### src/rtl/hamming_secded_decoder.sv
// SECDED decoder: walks NUM_MSG encoded 16-bit words in memory and writes back 11-bit data + status.
// Optional error statistics counters are enabled with the HAMMING_DEC_STATS_EN macro.
module hamming_secded_decoder #(
  parameter int unsigned NUM_MSG  = 15,
  parameter int unsigned SRC_BASE = 30,
  parameter int unsigned DST_BASE = 0,
  parameter int unsigned AW       = 8
) (
  input  logic          clk,
  input  logic          reset,
  output logic [AW-1:0] mem_addr,
  output logic          mem_wr_en,
  output logic [7:0]    mem_wdata,
  input  logic [7:0]    mem_rdata,
  output logic          done,
  output logic [3:0]    cnt_single,
  output logic [3:0]    cnt_double
);

  localparam int unsigned IW = $clog2(NUM_MSG + 1);

  // Hamming positions of d1..d11 inside the encoded word.
  localparam logic [3:0] DPOS [11] = '{4'd3, 4'd5, 4'd6, 4'd7, 4'd9, 4'd10, 4'd11, 4'd12,
                                       4'd13, 4'd14, 4'd15};

  typedef enum logic [2:0] {StRdLo, StRdHi, StDecode, StWrLo, StWrHi, StDone} state_e;

  state_e         state_q;
  logic [IW-1:0]  idx_q;
  logic [15:0]    word_q;
  logic [7:0]     hi_q;

  logic [3:0]     syn;
  logic           par;
  logic           flip;
  logic [1:0]     dec_flag;
  logic [10:0]    dec_data;

  function automatic logic [AW-1:0] addr_of(input int unsigned base, input logic [IW-1:0] n,
                                            input logic hi);
    return AW'(base + 2 * 32'(n) + 32'(hi));
  endfunction

  always_comb begin
    syn[0]   = ^(word_q & 16'hAAAA);
    syn[1]   = ^(word_q & 16'hCCCC);
    syn[2]   = ^(word_q & 16'hF0F0);
    syn[3]   = ^(word_q & 16'hFF00);
    par      = ^word_q;
    // Odd parity means one flipped bit; syndrome 0 then points at p0, which carries no data.
    flip     = par && (syn != 4'd0);
    dec_flag = par ? 2'b01 : ((syn != 4'd0) ? 2'b10 : 2'b00);
  end

  for (genvar j = 0; j < 11; j++) begin : g_data
    assign dec_data[j] = word_q[DPOS[j]] ^ (flip && (syn == DPOS[j]));
  end

  always_ff @(posedge clk) begin
    if (reset) begin
      state_q   <= StRdLo;
      idx_q     <= '0;
      word_q    <= '0;
      hi_q      <= '0;
      done      <= 1'b0;
      mem_wr_en <= 1'b0;
      mem_wdata <= '0;
      mem_addr  <= addr_of(SRC_BASE, '0, 1'b0);
    end else begin
      // Outputs are registered, so each branch presents the bus for the state it enters.
      unique case (state_q)
        StRdLo: begin
          word_q[7:0] <= mem_rdata;
          mem_addr    <= addr_of(SRC_BASE, idx_q, 1'b1);
          state_q     <= StRdHi;
        end
        StRdHi: begin
          word_q[15:8] <= mem_rdata;
          mem_addr     <= addr_of(DST_BASE, idx_q, 1'b0);
          state_q      <= StDecode;
        end
        StDecode: begin
          hi_q      <= {dec_flag, 3'b000, dec_data[10:8]};
          mem_addr  <= addr_of(DST_BASE, idx_q, 1'b0);
          mem_wdata <= dec_data[7:0];
          mem_wr_en <= 1'b1;
          state_q   <= StWrLo;
        end
        StWrLo: begin
          mem_addr  <= addr_of(DST_BASE, idx_q, 1'b1);
          mem_wdata <= hi_q;
          state_q   <= StWrHi;
        end
        StWrHi: begin
          mem_wr_en <= 1'b0;
          mem_wdata <= '0;
          if (idx_q == IW'(NUM_MSG - 1)) begin
            done    <= 1'b1;
            state_q <= StDone;
          end else begin
            idx_q    <= idx_q + 1'b1;
            mem_addr <= addr_of(SRC_BASE, idx_q + 1'b1, 1'b0);
            state_q  <= StRdLo;
          end
        end
        StDone: begin
          mem_wr_en <= 1'b0;
        end
        default: state_q <= StDone;
      endcase
    end
  end

`ifdef HAMMING_DEC_STATS_EN
  logic [3:0] cnt_single_q;
  logic [3:0] cnt_double_q;

  always_ff @(posedge clk) begin
    if (reset) begin
      cnt_single_q <= '0;
      cnt_double_q <= '0;
    end else if (state_q == StWrHi) begin
      if (hi_q[7:6] == 2'b01 && cnt_single_q != 4'hF) cnt_single_q <= cnt_single_q + 4'd1;
      if (hi_q[7:6] == 2'b10 && cnt_double_q != 4'hF) cnt_double_q <= cnt_double_q + 4'd1;
    end
  end

  assign cnt_single = cnt_single_q;
  assign cnt_double = cnt_double_q;
`else
  assign cnt_single = 4'd0;
  assign cnt_double = 4'd0;
`endif

endmodule

### config.mk
export PLATFORM = sky130hd
export DESIGN_NAME = hamming_secded_decoder
export DESIGN_NICKNAME = d
export VERILOG_FILES = /design/src/rtl/hamming_secded_decoder.sv
export SDC_FILE = /design/constraint.sdc
export NUM_CORES = 1
export LEC_CHECK = 0
export BUFFER_PORTS_ARGS = -buffer_cell sky130_fd_sc_hd__buf_2
export CORE_MARGIN = 1.5
export CORE_UTILIZATION = 62
export CTS_CLUSTER_SIZE = 24
export DETAILED_ROUTE_END_ITERATION = 8
export HOLD_SLACK_MARGIN = 0.03
export PLACE_DENSITY = 0.85
export RECOVER_POWER = 100
export SLEW_MARGIN = 25
export SYNTH_ARGS = -nofsm -noshare
export SYNTH_HDL_FRONTEND = slang
export SYNTH_SLANG_ARGS = --single-unit
### constraint.sdc
create_clock -name clk -period 4.9 [get_ports clk]
set_input_delay 0.735 -clock clk [delete_from_list [all_inputs] [get_ports clk]]
set_output_delay 0.735 -clock clk [all_outputs]
set_load 0.005 [all_outputs]
==> out/qor.yml <==
outcome:
  outcome: "complete, no violations"
logic_synthesis:
  synthAdderAreaFrac_pct: 1.46
  synth-compound-area-share_pct: 20.1
  synth.area.top_cells: "dfxtp_1 34%, xnor2_1 9.6%, xor2_1 5.8%"
  ys.warnings.count: 0
  async_reset_ff_share_pct: 0
  synth_cells: 315
  post-synth-top-count-cell: "dfxtp_1"
  synth_cell_type_count: 44
  synthSimpleGateAreaFrac_pct: 17.8
  synth_mux_area_share_pct: 3.51
  synth_edf_count: 0
  synth_common_cells: "44 x dfxtp_1, 29 x nor2_1, 28 x xnor2_1"
  synth_top_family_by_area: "compound AO/OA/AOI/OAI gates"
  synth.largest_area_cell: "dfxtp_1"
  syn_area_sq_um: 2570
  ys_ff_latch: 44
  synth-xor-area-share_pct: 16.0
  avgSynthCellArea_sq_um: 8.15
  ys_seq_area_share_pct: 34.3
  synth_top_area_share_pct: 34.3
  synth-main-ff-cell: "dfxtp_1"
critical_path:
  crit_required_ns: 5.12
  crit_type: "flip-flop to flip-flop"
  r2r_setup_slack_ns: 2.62
  r2r_end: "mem_wdata[7]"
  cp.arrival_ns: 2.51
  startpoint_type: "flip-flop"
  r2r_start: "word_q[10]"
  r2r_cells: 6
  path_max_fanout: 6
  endpoint_kind: "flip-flop"
drt:
  remaining_drc_errors: 0
  viasPerCell: 5.76
  ant_nets: 0
  wl_mm: 5.81
  wl_per_cell_um: 15.2
  firstDrtPassIters: 5
  drt_iter0_drc: 179
  via_count: 2201
timing:
  finalCritPeriodShare_pct: 46.6
  max_slew_margin_pct: 45.9
  finalClockSkew_ns: 0.00559
  final.setup.tns_ns: 0
  fmax_mhz: 438
  setup_violations: 0
  hold_viol: 0
  report.final.slew_viol_count: 0
  worst_pin_slew_ns: 0.811
  fin_crit_ns: 2.28
  rsz0062_at_grt: "false"
power_and_ir_drop:
  p_leak_uw: 0.00104
  power_density_nw_per_um2: 394
  power_uw: 1100
  vdd_ir_drop_max_mv: 0.325
place:
  hpwl_mm: 4.14
  routabilityCongestion: 0.927
  io_buffers: 25
  dpl-instance-area_sq_um: 2660
floorplanning:
  die_area_sq_um: 4530
  dieWidth_um: 67.3
  die_h_um: 67.3
  start_util_pct: 64.2
  io_pins: 36
  row_count: 23
  design.core.area_sq_um: 4000
layout:
  antennaDiodeCount: 0
  nets: 344
  drive_above_1_share_pct: 9.34
  area_delta_synth_final_pct: 9.02
  final_area_sq_um: 2800
clocking:
  clkTransAtPathRegs_ns: 0.09
  cts_resized: 0
  cts_setup_buffers: 0
  cts_made_buffers: 5
  worstSkewPairLatency_ns: 0.30
  cts_root_buf: "clkbuf_8"
  cts-htree-levels: 2
  hold_buffers: 0
  cts_tree: "yes"
  clock_tree.buffer_depth: 2
  cts_sinks: 44
grt:
  grt_pass1_vias: 1980
  grtUsageTotal_pct: 27.8
  antenna_found_initial: 0
  grt_first_pass_wirelength_mm: 9.39
  grt-ovfl-total: 0
  grt_max_degree: 45
job:
  drv_cap: 0
min_path:
  min_path_cells: 1
  min_from: "mem_addr[2]"
  min_to: "mem_addr[2]"
  hold_path.class: "flip-flop to flip-flop"
==> cell families (layout without fill, tap and decap cells) <==
logic type	after synthesis	in the layout
AO/OA/AOI/OAI	80	80
XOR/XNOR	46	46
adder cells (fa/ha/maj)	3	3
buffers and inverters	35	43
flip-flops	44	44
multiplexers	9	9
other	1	10
AND/OR/NAND/NOR	97	97
==> worst max-delay path, stage by stage (launching register included) <==
cell,delay [ns]
dfxtp_1,0.48
xor2_1,0.27
xor2_1,0.20
or4_1,0.66
a22oi_1,0.25
xnor2_1,0.12
a211oi_2,0.22
==> report_power, final <==
group | switching [uW] | internal [uW] | leakage, uW
clock | 130 | 255 | 0.0000784
combinational | 178 | 116 | 0.000600
sequential | 35.5 | 387 | 0.000360
==> through the flow <==
step	utilization, %	worst slack [ns]	hold slack (ns)	std cells
after floorplan	-	2.95	0.449	324
after detailed placement	66.5	2.70	0.446	374
after global routing	69.9	2.47	0.498	382
final	69.9	2.62	0.467	382
after global placement	66.5	2.70	0.443	374
after CTS	70.5	2.68	0.466	382
==> registers in the layout, indices dropped and copies added, names as in the netlist <==
register   flops
idx_q          4
hi_q           5
mem_addr       6
mem_wr_en      1
mem_wdata      8
word_q        16
done           1
state_q        3
==> final cells by class <==
cell class | instances | area, sq um
flip-flops and latches | 44 | 881
repair buffers | 26 | 120
fillers | 345 | 1200
clock inverters | 3 | 90.1
clock buffers | 5 | 68.8
inverters | 9 | 33.8
multi-input cells | 245 | 1540
well taps | 50 | 62.6
==> cells in the final DEF, fill, tap and decap left out, types with 2 or more instances in the layout <==
| cell type | instances |
|---|---|
| a31oi_1 | 2 |
| xor2_1 | 17 |
| a21oi_1 | 24 |
| o21ai_0 | 16 |
| a22o_1 | 3 |
| dfxtp_1 | 44 |
| bufinv_16 | 3 |
| nor4_1 | 4 |
| inv_1 | 9 |
| nand2b_1 | 4 |
| conb_1 | 10 |
| o21bai_1 | 2 |
| buf_2 | 18 |
| nand2_1 | 26 |
| and4_1 | 2 |
| xnor2_1 | 28 |
| a22oi_1 | 3 |
| nand4_1 | 2 |
| mux2i_1 | 9 |
| o2bb2ai_1 | 2 |
| nor2_1 | 29 |
| clkbuf_1 | 7 |
| nand3_1 | 7 |
| o22ai_1 | 8 |
| clkbuf_8 | 5 |
| a211oi_2 | 2 |
| ha_1 | 3 |
| nor3_1 | 14 |
| nor2b_1 | 3 |
| a211oi_1 | 11 |
==> metal layers <==
metal / part of all wire [%] / up-vias / track usage (%)
li1: - / 1120 / -
met1: 47 / 1012 / 38.4
met2: 47 / 61 / 43.6
met3: 5.3 / 8 / 6.00
met4: 1.2 / 0 / 8.16
met5: 0 / - / 0
==> how the worst max path moves through the flow <==
stage	cells past startpoint	endpoint	slack, ns	from
after floorplan	6	hi_q[1]	2.95	word_q[11]
after global placement	6	hi_q[2]	2.70	word_q[10]
after detailed placement	6	hi_q[0]	2.70	word_q[10]
after CTS	6	hi_q[0]	2.68	word_q[10]
after global routing	6	mem_wdata[7]	2.47	word_q[10]
final	6	mem_wdata[7]	2.62	word_q[10]
No activity file was read; power rests on OpenSTA's default activity.
